--- src/rtl/pio_rrsp_arb.sv ---
// pio_rrsp_arb: merges the read-response streams of the PIO BAR access
// engines into one completer read-response channel. Sources are picked
// round-robin, a picked source owns the channel until its last beat, and the
// merged stream leaves through a single registered output stage.
// Optional feature macro: PIO_RRSP_ARB_STAT_EN adds per-source packet counters
// on port rrsp_pkt_cnt.
`ifndef PIO_DATA_W
`define PIO_DATA_W 256
`endif
`ifndef PIO_HEAD_W
`define PIO_HEAD_W 132
`endif

module pio_rrsp_arb #(
  parameter int CHNL_NUM = 3,
  parameter int DATA_W   = `PIO_DATA_W,
  parameter int HEAD_W   = `PIO_HEAD_W
) (
  input  logic                       clk,
  input  logic                       rst_n,
  input  logic [CHNL_NUM*DATA_W-1:0] in_rrsp_data,
  input  logic [CHNL_NUM*HEAD_W-1:0] in_rrsp_head,
  input  logic [CHNL_NUM-1:0]        in_rrsp_last,
  input  logic [CHNL_NUM-1:0]        in_rrsp_valid,
  output logic [CHNL_NUM-1:0]        in_rrsp_ready,
  output logic [DATA_W-1:0]          out_rrsp_data,
  output logic [HEAD_W-1:0]          out_rrsp_head,
  output logic                       out_rrsp_last,
  output logic                       out_rrsp_valid,
`ifdef PIO_RRSP_ARB_STAT_EN
  input  logic                       out_rrsp_ready,
  output logic [CHNL_NUM*16-1:0]     rrsp_pkt_cnt
`else
  input  logic                       out_rrsp_ready
`endif
);

  localparam int PTR_W = (CHNL_NUM > 1) ? $clog2(CHNL_NUM) : 1;

  typedef enum logic {
    IDLE = 1'b0,
    LOCK = 1'b1
  } state_t;

  state_t               r_state;
  state_t               w_nextState;
  logic [PTR_W-1:0]     r_grant;
  logic [PTR_W-1:0]     r_rrPtr;
  logic [PTR_W-1:0]     w_pick;
  logic [PTR_W-1:0]     w_grantInc;
  logic [PTR_W:0]       w_sum;
  logic [CHNL_NUM-1:0]  w_validRot;
  logic                 w_found;
  logic                 w_slotFree;
  logic                 w_inFire;
  logic                 w_inLast;
  logic [DATA_W-1:0]    w_data [CHNL_NUM];
  logic [HEAD_W-1:0]    w_head [CHNL_NUM];
  logic [DATA_W-1:0]    r_outData;
  logic [HEAD_W-1:0]    r_outHead;
  logic                 r_outLast;
  logic                 r_outValid;

  for (genvar gi = 0; gi < CHNL_NUM; gi++) begin : g_slice
    assign w_data[gi] = in_rrsp_data[gi*DATA_W +: DATA_W];
    assign w_head[gi] = in_rrsp_head[gi*HEAD_W +: HEAD_W];
  end

  // Rotating the valid vector puts the round-robin start point at bit 0, so
  // the lowest set bit is the winner; its offset is added back onto the pointer.
  assign w_validRot = CHNL_NUM'({in_rrsp_valid, in_rrsp_valid} >> r_rrPtr);

  // Scan from the highest offset down so the lowest valid offset is kept last.
  always_comb begin
    w_found = 1'b0;
    w_sum   = '0;
    for (int k = CHNL_NUM - 1; k >= 0; k--) begin
      if (w_validRot[k]) begin
        w_found = 1'b1;
        w_sum   = {1'b0, r_rrPtr} + (PTR_W+1)'(k);
      end
    end
  end

  assign w_pick = (w_sum >= (PTR_W+1)'(CHNL_NUM)) ? PTR_W'(w_sum - (PTR_W+1)'(CHNL_NUM))
                                                  : PTR_W'(w_sum);
  assign w_grantInc = (r_grant == PTR_W'(CHNL_NUM - 1)) ? '0 : r_grant + 1'b1;

  // The output register can take a beat when it is empty or being drained now.
  assign w_slotFree = !r_outValid | out_rrsp_ready;
  assign w_inFire   = (r_state == LOCK) & in_rrsp_valid[r_grant] & w_slotFree;
  assign w_inLast   = in_rrsp_last[r_grant];

  // Only the locked source ever sees ready, and only when the slot is free.
  always_comb begin
    in_rrsp_ready = '0;
    if (r_state == LOCK) begin
      in_rrsp_ready[r_grant] = w_slotFree;
    end
  end

  // Next state: lock onto a winner from IDLE, release after the last beat.
  always_comb begin
    w_nextState = r_state;
    case (r_state)
      IDLE:    if (w_found) w_nextState = LOCK;
      LOCK:    if (w_inFire && w_inLast) w_nextState = IDLE;
      default: w_nextState = IDLE;
    endcase
  end

  // State register.
  always_ff @(posedge clk or negedge rst_n) begin
    if (!rst_n) begin
      r_state <= IDLE;
    end else begin
      r_state <= w_nextState;
    end
  end

  // Grant is captured on arbitration; the pointer moves past the source that just finished.
  always_ff @(posedge clk or negedge rst_n) begin
    if (!rst_n) begin
      r_grant <= '0;
      r_rrPtr <= '0;
    end else begin
      if (r_state == IDLE && w_found) begin
        r_grant <= w_pick;
      end
      if (w_inFire && w_inLast) begin
        r_rrPtr <= w_grantInc;
      end
    end
  end

  // Output stage: reload on every accepted input beat, otherwise empty once drained.
  always_ff @(posedge clk or negedge rst_n) begin
    if (!rst_n) begin
      r_outData  <= '0;
      r_outHead  <= '0;
      r_outLast  <= 1'b0;
      r_outValid <= 1'b0;
    end else if (w_inFire) begin
      r_outData  <= w_data[r_grant];
      r_outHead  <= w_head[r_grant];
      r_outLast  <= w_inLast;
      r_outValid <= 1'b1;
    end else if (out_rrsp_ready) begin
      r_outValid <= 1'b0;
    end
  end

  assign out_rrsp_data  = r_outData;
  assign out_rrsp_head  = r_outHead;
  assign out_rrsp_last  = r_outLast;
  assign out_rrsp_valid = r_outValid;

`ifdef PIO_RRSP_ARB_STAT_EN
  logic [15:0] r_pktCnt [CHNL_NUM];

  // Count completed packets per source; the 16-bit counters wrap naturally.
  always_ff @(posedge clk or negedge rst_n) begin
    if (!rst_n) begin
      for (int i = 0; i < CHNL_NUM; i++) begin
        r_pktCnt[i] <= '0;
      end
    end else if (w_inFire && w_inLast) begin
      r_pktCnt[r_grant] <= r_pktCnt[r_grant] + 16'd1;
    end
  end

  for (genvar gc = 0; gc < CHNL_NUM; gc++) begin : g_cnt
    assign rrsp_pkt_cnt[gc*16 +: 16] = r_pktCnt[gc];
  end
`endif

endmodule

--- config.mk ---
export PLATFORM = sky130hd
export DESIGN_NAME = pio_rrsp_arb
export DESIGN_NICKNAME = d
export VERILOG_FILES = /design/src/rtl/pio_rrsp_arb.sv
export SDC_FILE = /design/constraint.sdc
export NUM_CORES = 1
export LEC_CHECK = 0
export ABC_AREA = 1
export CORE_AREA = 4 4 608 610
export DETAILED_ROUTE_END_ITERATION = 16
export DIE_AREA = 0 0 612 614
export SYNTH_ARGS = -nofsm -noshare
export SYNTH_HDL_FRONTEND = slang
export SYNTH_SLANG_ARGS = --single-unit
--- constraint.sdc ---
create_clock -name clk -period 5.89 [get_ports clk]
set_clock_uncertainty 0.1 [all_clocks]
set_input_delay 0.589 -clock clk [delete_from_list [all_inputs] [get_ports clk]]
set_output_delay 0.589 -clock clk [all_outputs]
set_load 0.005 [all_outputs]
# Word level (Yosys, flattened, before mapping)

Index checks and enable logic that the tools add are counted.
Widths: inputs -> output; s select.

Output and inout bits: 393
Bits in registers: 395
Word-level logic and storage cells: 54
RAM bits: 0
ROM bits: 0
Memories: 0
Input port bits: 1173
Bits in latches: 0

Bitwise gates (word level): 6
Equality and inequality tests: 1
Order comparisons: 4
Muxes and demuxes: 26
Add/subtract/negate cells: 4
Divide/modulo/power cells: 0
Shift operators: 1
$mul: 0
Reduce and logical (&&, ||, !) cells: 5

Operators with widths:

| cell                | number |
|---|---|
| $bmux 256 s2        | 1 |
| $mux 256            | 2 |
| $bmux 132 s2        | 1 |
| $mux 132            | 2 |
| $mux 3              | 4 |
| $mux 1              | 10 |
| $shr 6x2->3         | 1 |
| $bmux 1 s2          | 2 |
| $mux 2              | 2 |
| $add 2x1->3 const B | 1 |
| $add 2x2->3 const B | 1 |
| $and 3x3->3         | 1 |
| $ge 3x2->1 const B  | 1 |
| $ge 3x3->1 const B  | 1 |
| $logic_and 1x1->1   | 3 |
| $lt 2x3->1 const B  | 1 |
| $not 2->3           | 1 |
| $add 2x1->2 const B | 1 |
| $and 1x1->1         | 2 |
| $demux 1 s2         | 1 |
| $eq 2x2->1 const B  | 1 |
| $ge 2x1->1 const B  | 1 |
| $pmux 1 s2          | 1 |
| $reduce_bool 2->1   | 1 |
| other kinds (4)     | 4 |

# Depth between registers and ports, before layout

Gate-level depths: netlist of run 1.

Depth after elaboration: 7
Mapped depth: 16
Mapped depth without buffers: 15

# Worst setup path after synthesis of run 1

Ideal clock, no wire load.

Kind: reg-to-output
Start point: register r_grant[0]
End point: output in_rrsp_ready[0]
Path slack: 3.880 ns
Buffers on the path: 4
Data required time: 5.201 ns
Cell stages (with the launch flop): 8
Arrival: 1.321 ns
Cell sequence: dfrtp_1 -> buf_2 -> nor2_2 -> buf_2 -> buf_2 -> buf_2 -> inv_1 -> nor2_1

Longest elaborated chain between the ends: 6

RTL lines:

| element                                                               | line | text |
|---|---|---|
| from (decl)                                                           | 47   | `logic [PTR_W-1:0] r_grant;` |
| from (signal assigned)                                                | 128  | `r_grant <= w_pick;` |
| $lt 2x3->1 (implied by the code) / $ge 2x1->1 (equally long branches) | 98   | `in_rrsp_ready[r_grant] = w_slotFree;` |
| $logic_and 1x1->1 (implied by the code)                               | 98   |  |
| $mux 1 (implied by the code)                                          | 98   |  |
| $demux 1 s2 (*)                                                       | 98   |  |
| $and 3x3->3 (no source line) (*)                                      | --   |  |
| $mux 3 (*)                                                            | 97   | `if (r_state == LOCK) begin` |
| to (decl)                                                             | 25   | `output logic [CHNL_NUM-1:0] in_rrsp_ready,` |

Mark *: on every way between the ends. The rest lies on a longest branch, timed or not.

# Worst setup path after layout of run 1

Same ends and word-level chain as after synthesis.

==> impl_metrics.csv, run 1 <==
group,metric,value,unit
placement,io_buffers,1565,
global_route,grt_first_pass_wirelength,366000,um
floorplanning,placementRows,222,
synth,synthTopCellsByCount,"1984 x nand2_1, 785 x nand3_1, 395 x dfrtp_1",
floorplanning,die_w,612,um
worst_setup_path,crit_end,"in_rrsp_ready[0]",
worst_setup_path,critical-path-top-delay-family,"buffers and inverters",
clock_tree,post_cts_resized,0,
synth,netlist.top_cell.by_area,"dfrtp_1",
floorplanning,die_h,614,um
floorplanning,io_pins,1566,
routing,via_per_inst,3.18,
global_route,grt_max_degree,137,
sta,worst_slack,2190,ps
floorplanning,die-area,376000,um^2
worst_setup_path,required,5200,ps
sta,fin_crit,3700,ps
routing,drtAntennaViolNets,0,
sta,fmax,271,MHz
global_route,antenna_found_initial,321,
worst_setup_path,critPathMaxStageDelay,730,ps
clock_tree,numClockSinks,395,
global_route,grt_overflow,0,
floorplanning,core,364000,um^2
synth,ys_ff_latch,395,
clock_tree,htree_num_levels,2,
clock_tree,cts_buffer_depth,3,
routing,wl_per_cell,31.0,um
floorplanning,initial_core_util,6.22,%
synth,yosysMostFrequentCell,"nand2_1",
worst_setup_path,reg2reg_from,"r_grant[0]",
synth,postSynthCellCount,3461,
routing,first_pass_iters,5,
pwr,leakage,19.1,nW
clock_tree,root_buffer,"clkbuf_16",
synth,synthTopCellsByArea,"dfrtp_1 44%, nand2_1 33%, nand3_1 17%",
worst_setup_path,critical_path_buf_inv_count,3,
sta,worst_slew_pin_slew,1090,ps
synth,synth_top_area_share,43.6,%
synth,synth_edf_count,0,
clock_tree,worstSkewPairLatency,710,ps
synth,yosysSeqAreaShare,43.6,%
placement,hpwl,265000,um
sta,hold_violations,0,
worst_setup_path,crit_chain,"nor2_4, buf_4, inv_1, nor2_1, clkdlybuf4s50_1",
clock_tree,cts.reportedPaths.clkPinSlew,60,ps
global_route,grtUsageTotal,15.4,%
sta,fin_crit_sh,62.8,%
synth,synth_cell_types,18,
outcome,status,"finished, final reports clean",
sta,setup_viol,0,
worst_setup_path,cp-end-kind,"primary output",
pwr,p_per_area,491,nW/um^2
global_route,first_global_vias,29700,
sta,tns,0,ps
pwr,p_total,22.4,mW
synth,synth_nets,4636,
cells_and_area,nets,6039,
routing,via_count,31100,
routing,routed_wl,304000,um
placement,place_ws,1930,ps
clock_tree,cts_made_buffers,59,
sta,relSlewSlack,27.5,%
flow_run,drv_cap,0,
cells_and_area,area_growth,102,%
routing,drt_iter0_drc,2570,
worst_setup_path,slowest_stage,"dfrtp_4",
worst_setup_path,timing.rr.end,"out_rrsp_data[104]",
clock_tree,tritoncts,"built",
sta,hold_ws,375,ps
worst_setup_path,r2r_cells,7,
hold_path,min_path_type,"register to register",
routing,drc,0,
cells_and_area,drive_gt1_share,2.77,%
worst_setup_path,crit_type,"register to primary output",
sta,rsz0062_at_grt,"false",
worst_setup_path,startpoint,"r_grant[0]",
synth,async_flop_share,100,%
worst_setup_path,rrSetupSlack,2340,ps
pwr,ir_worst_vdd,0.348,mV
worst_setup_path,cp_data_arrival_time,3010,ps
synth,synth_area,22700,um^2
sta,slew_viol_final,0,
placement,place.gp.congestion,0.937,
worst_setup_path,crit_path_start_kind,"register",
synth,ys_warn_count,0,
worst_setup_path,worstPathMaxFanout,61,
worst_setup_path,cp.depth,5,
synth,synthFlopType,"dfrtp_1",
synth,syn_avg_cell_area,6.55,um^2
placed cells by master, fill, tap and decap left out:
cell type           n
clkinv_16           2
clkbuf_16          59
nand2_1          1983
dfrtp_4             1
nor2_4              1
dlygate4sd3_1       1
clkinvlp_4          3
o221ai_1            1
inv_8               3
buf_12             14
buf_4              22
nand2_4             1
buf_8               1
a21boi_0            1
o21ai_0             4
diode_2            54
clkbuf_8            9
nor2_1              9
inv_6               4
clkdlybuf4s50_1  1564
inv_1              15
a21oi_1             1
clkinv_4            1
ha_1                2
clkbuf_1           12
clkinv_2           12
bufinv_16           3
nand3_1           785
dfrtp_1           394
layer usage:
layer  vias to the layer above  part of all wire, %  track usage [%]
met5                         -                 0.25                0
met4                       118                  4.2             5.22
li1                      13900                    -                -
met2                      1807                   44             23.9
met1                     14600                   37             17.0
met3                       650                   15             9.79
timing repair:
action | in CTS | in global routing
hold buffers | 1 | 0
buffers inserted | 0 | 0
endpoints found under the hold margin | 66 | 0
state kept, by name (all words and copies together), names as in the netlist:
| signal | count |
|---|---|
| out_rrsp_data | 256 |
| out_rrsp_head | 132 |
| out_rrsp_last | 1 |
| out_rrsp_valid | 1 |
| r_grant | 2 |
| r_rrPtr | 2 |
| r_state | 1 |
worst reg2reg max path, delay by kind of cell (launching register included):
kind	cells	cell delay [ps]
compound gates	1	340
simple gates	4	1130
flops	1	910
buf+inv	2	1020
worst min-delay path by stage:
stage | start | endpoint | slack, ps | cells past startpoint
after CTS | out_rrsp_ready | out_rrsp_valid | 250 | 2
after floorplan | rst_n | out_rrsp_data[0] | 190 | 0
after global placement | out_rrsp_data[109] | out_rrsp_data[109] | 360 | 2
final | out_rrsp_data[238] | out_rrsp_data[238] | 380 | 2
after detailed placement | out_rrsp_data[96] | out_rrsp_data[96] | 360 | 2
after global routing | out_rrsp_ready | out_rrsp_valid | 320 | 2
power by group:
part / switching [mW] / total [mW] / internal [mW]
clock: 1.62 / 3.71 / 2.08
combinational: 9.26 / 13.9 / 4.63
sequential: 0.849 / 4.81 / 3.97
total: 11.7 / 22.4 / 10.7
logic make-up (layout without fill, tap and decap cells):
kind of cell	Yosys count	after routing	synth area share (%)
flops	395	395	43.6
compound gates	7	7	0.182
buf+inv	278	1725	5.70
simple gates	2779	2779	50.4
fa+ha+maj	2	2	0.110
other cells	0	54	0
metrics by stage:
| step | area, um^2 | util, % | instances |
|---|---|---|---|
| floorplan | 22700 | - | 3461 |
| global placement | 43600 | 12.0 | 9618 |
| detailed placement | 43600 | 12.0 | 9618 |
| CTS | 45500 | 12.5 | 9724 |
| global route | 45600 | 12.5 | 9751 |
| finish | 45700 | 12.5 | 9778 |
layout make-up:
cell class	instances	area (um^2)
antenna	54	135
multi-input combinational	2788	11500
sequential	395	9890
clock inverter	25	277
fill	42300	319000
inverter	18	90.1
timing repair buffer	1602	16100
clock buffer	80	1650
tap	4816	6030
Power figures use the tool's default switching activity.
==> inputs of run 2 (changes only) <==
--- a/config.mk
+++ b/config.mk
@@ -6,9 +6,9 @@
 export NUM_CORES = 1
 export LEC_CHECK = 0
 export ABC_AREA = 1
-export CORE_AREA = 4 4 608 610
+export CORE_AREA = 4 4 614 616
 export DETAILED_ROUTE_END_ITERATION = 16
-export DIE_AREA = 0 0 612 614
+export DIE_AREA = 0 0 618 620
 export SYNTH_ARGS = -nofsm -noshare
 export SYNTH_HDL_FRONTEND = slang
 export SYNTH_SLANG_ARGS = --single-unit
==> constraint.sdc (replaced) <==
create_clock -name clk -period 3.5 [get_ports clk]
set_clock_uncertainty 0.1 [all_clocks]
set_input_delay 0.35 -clock clk [delete_from_list [all_inputs] [get_ports clk]]
set_output_delay 0.35 -clock clk [all_outputs]
set_load 0.005 [all_outputs]
==> run 2 against run 1 <==
Against the previous run:
- combinational power increased by 76%
- non-clock buffer count increased by 44
- register-to-register slack got worse by 2100 ps
- core utilization barely moved
- via count rose by 1.7%
- critical path depth grew 4
- first-iteration DRC count grew 5.5%
- hold slack worse by 240 ps
- final cell count rose by 2.3%
- global-route usage is 0.30 points higher
- count of clock-buffer cells in the layout down 11
- sequential power rose by 67%
- critical path type is now register to register
==> impl_metrics.csv, run 2 (synthesis results as in run 1) <==
group,metric,value,unit
pwr,power_switching,20.3,mW
global_route,grtUsageTotal,15.7,%
pwr,p_per_area,837,nW/um^2
cells_and_area,drive_gt1_share,3.95,%
clock_tree,numClockSinks,395,
floorplanning,die_w,618,um
sta,slew_viol_final,0,
pwr,leakage,19.4,nW
clock_tree,root_buffer,"clkbuf_16",
routing,drc,0,
worst_setup_path,crit_chain,"inv_1, nand2_1, o221ai_4, nand2_4, inv_8, buf_12, buf_4, nand2_1, nand2_1",
clock_tree,htree_num_levels,2,
worst_setup_path,rrSetupSlack,280,ps
routing,via_per_inst,3.16,
clock_tree,cts.reportedPaths.clkPinSlew,70,ps
floorplanning,io_pins,1566,
floorplanning,die_h,620,um
pwr,pwr-share-seq,20.6,%
clock_tree,cts_buffer_depth,3,
sta,hold_violations,0,
cells_and_area,fin_util,12.6,%
sta,worst_slack,285,ps
worst_setup_path,slowest_stage,"o221ai_4",
sta,fin_crit_sh,91.9,%
global_route,grt_max_degree,172,
placement,hpwl,280000,um
worst_setup_path,cp-end-kind,"register",
floorplanning,core,371000,um^2
sta,relSlewSlack,24.7,%
sta,setup_viol,0,
sta,worst_slew_pin_slew,1130,ps
sta,fmax,311,MHz
worst_setup_path,critical-path-top-delay-family,"simple AND/OR/NAND/NOR gates",
floorplanning,die-area,383000,um^2
sta,fin_crit,3220,ps
cells_and_area,layout_common_cells,"1983 x nand2_1, 1559 x clkdlybuf4s50_1, 785 x nand3_1, 394 x dfrtp_1, 59 x clkbuf_16",
pwr,p_clk_share,16.8,%
outcome,status,"finished, final reports clean",
routing,drtAntennaViolNets,0,
sta,rsz0062_at_grt,"false",
worst_setup_path,worstPathMaxFanout,36,
pwr,ir_worst_vdd,0.454,mV
routing,routed_wl,315000,um
pwr,p_sw_share,52.1,%
worst_setup_path,required,4040,ps
worst_setup_path,crit_type,"register to register",
global_route,antenna_found_initial,370,
routing,wl_per_cell,31.5,um
cells_and_area,design_area,46700,um^2
routing,via_count,31700,
placement,place.gp.congestion,0.933,
worst_setup_path,critical_path_buf_inv_count,4,
cells_and_area,final_common_cell,"nand2_1",
floorplanning,initial_core_util,6.10,%
worst_setup_path,critPathMaxStageDelay,600,ps
placement,dpl-instance-area,44400,um^2
global_route,grt_first_pass_wirelength,379000,um
pwr,p_int,18.7,mW
global_route,grt_overflow,0,
cells_and_area,area_growth,106,%
hold_path,min_path_type,"primary input to async pin",
placement,place_ws,-488,ps
clock_tree,worstSkewPairLatency,750,ps
floorplanning,placementRows,224,
clock_tree,tritoncts,"built",
clock_tree,post_cts_buffers,0,
cells_and_area,nets,6083,
global_route,first_global_vias,30300,
worst_setup_path,cp_common_cell,"nand2_1",
clock_tree,cts_made_buffers,59,
cells_and_area,largest_register_ff_count,256,
routing,drt_iter0_drc,2711,
pwr,comb_power_share,62.6,%
placement,io_buffers,1565,
flow_run,drv_cap,0,
worst_setup_path,crit_path_start_kind,"register",
worst_setup_path,cp_data_arrival_time,3760,ps
routing,first_pass_iters,5,
==> run 2: cell count changes in the layout (fill, tap and decap cells not counted), sizes merged <==
cell,change
buf,+49
diode,+24
clkbuf,-11
inv,+7
clkinv,+6
clkdlybuf4s50,-5
bufinv,+3
clkinvlp,-1
==> run 2: power groups by stage <==
stage / Clock (mW) / Combinational (mW) / Sequential, mW
5_1_grt: 6.99 / 26.6 / 8.27
3_5_place_dp: 0 / 25.1 / 8.03
3_3_place_gp: 0 / 25.2 / 8.00
4_1_cts: 6.93 / 25.2 / 8.04
2_1_floorplan: 0 / 9.10 / 7.91
6_report: 6.55 / 24.4 / 8.04
==> run 2: path summary, 6_finish.rpt <==
path / to / depth (start not counted) / start
setup / recovery: out_rrsp_data[150] / 9 / r_grant[0]
hold / removal: out_rrsp_head[84] / 2 / rst_n
setup reg to reg: out_rrsp_data[150] / 9 / r_grant[0]
hold reg to reg: r_state / 2 / r_state
max in group asynchronous: out_rrsp_data[56] / 3 / rst_n
min in group clk: out_rrsp_valid / 2 / out_rrsp_ready
==> run 2: final cells by class <==
cell class	instances	area [um^2]
diodes	78	195
clock buffers	69	1550
clock inverters	40	449
fillers	42900	325000
inverters	18	90.1
multi-input cells	2788	11500
flip-flops and latches	395	9890
well taps	4972	6220
repair buffers	1646	16700
==> run 2: metrics by stage <==
stage / total power [mW] / hold WS, ps / TNS, ps / instances
after floorplan: 17.0 / -45.6 / 0 / 3461
after global placement: 33.2 / 328 / -111790 / 9818
after detailed placement: 33.1 / 330 / -99350 / 9818
after CTS: 40.2 / 33.1 / 0 / 9928
after global routing: 41.9 / 96.1 / 0 / 9974
final: 39.0 / 134 / 0 / 10000
==> run 2: metal layers <==
metal	global-route usage [%]	routed length, um	vias up
li1	-	-	14000
met1	16.6	111000	14800
met2	25.3	142000	1898
met3	10.4	48800	742
met4	4.69	12700	150
met5	0	969	-
==> run 2: timing repair <==
action / 4_1_cts / 5_1_grt
resized for setup: 2 / 0
hold buffers: 1 / 0
endpoints found under the hold margin: 98 / 0
setup endpoints to repair: 392 / 0
==> run 2: worst register-to-register path: stages, from the launching register on <==
cell and delay, ps:
dfrtp_4 570, inv_1 80, nand2_1 510, o221ai_4 600
nand2_4 230, inv_8 140, buf_12 260, buf_4 450
nand2_1 90, nand2_1 70
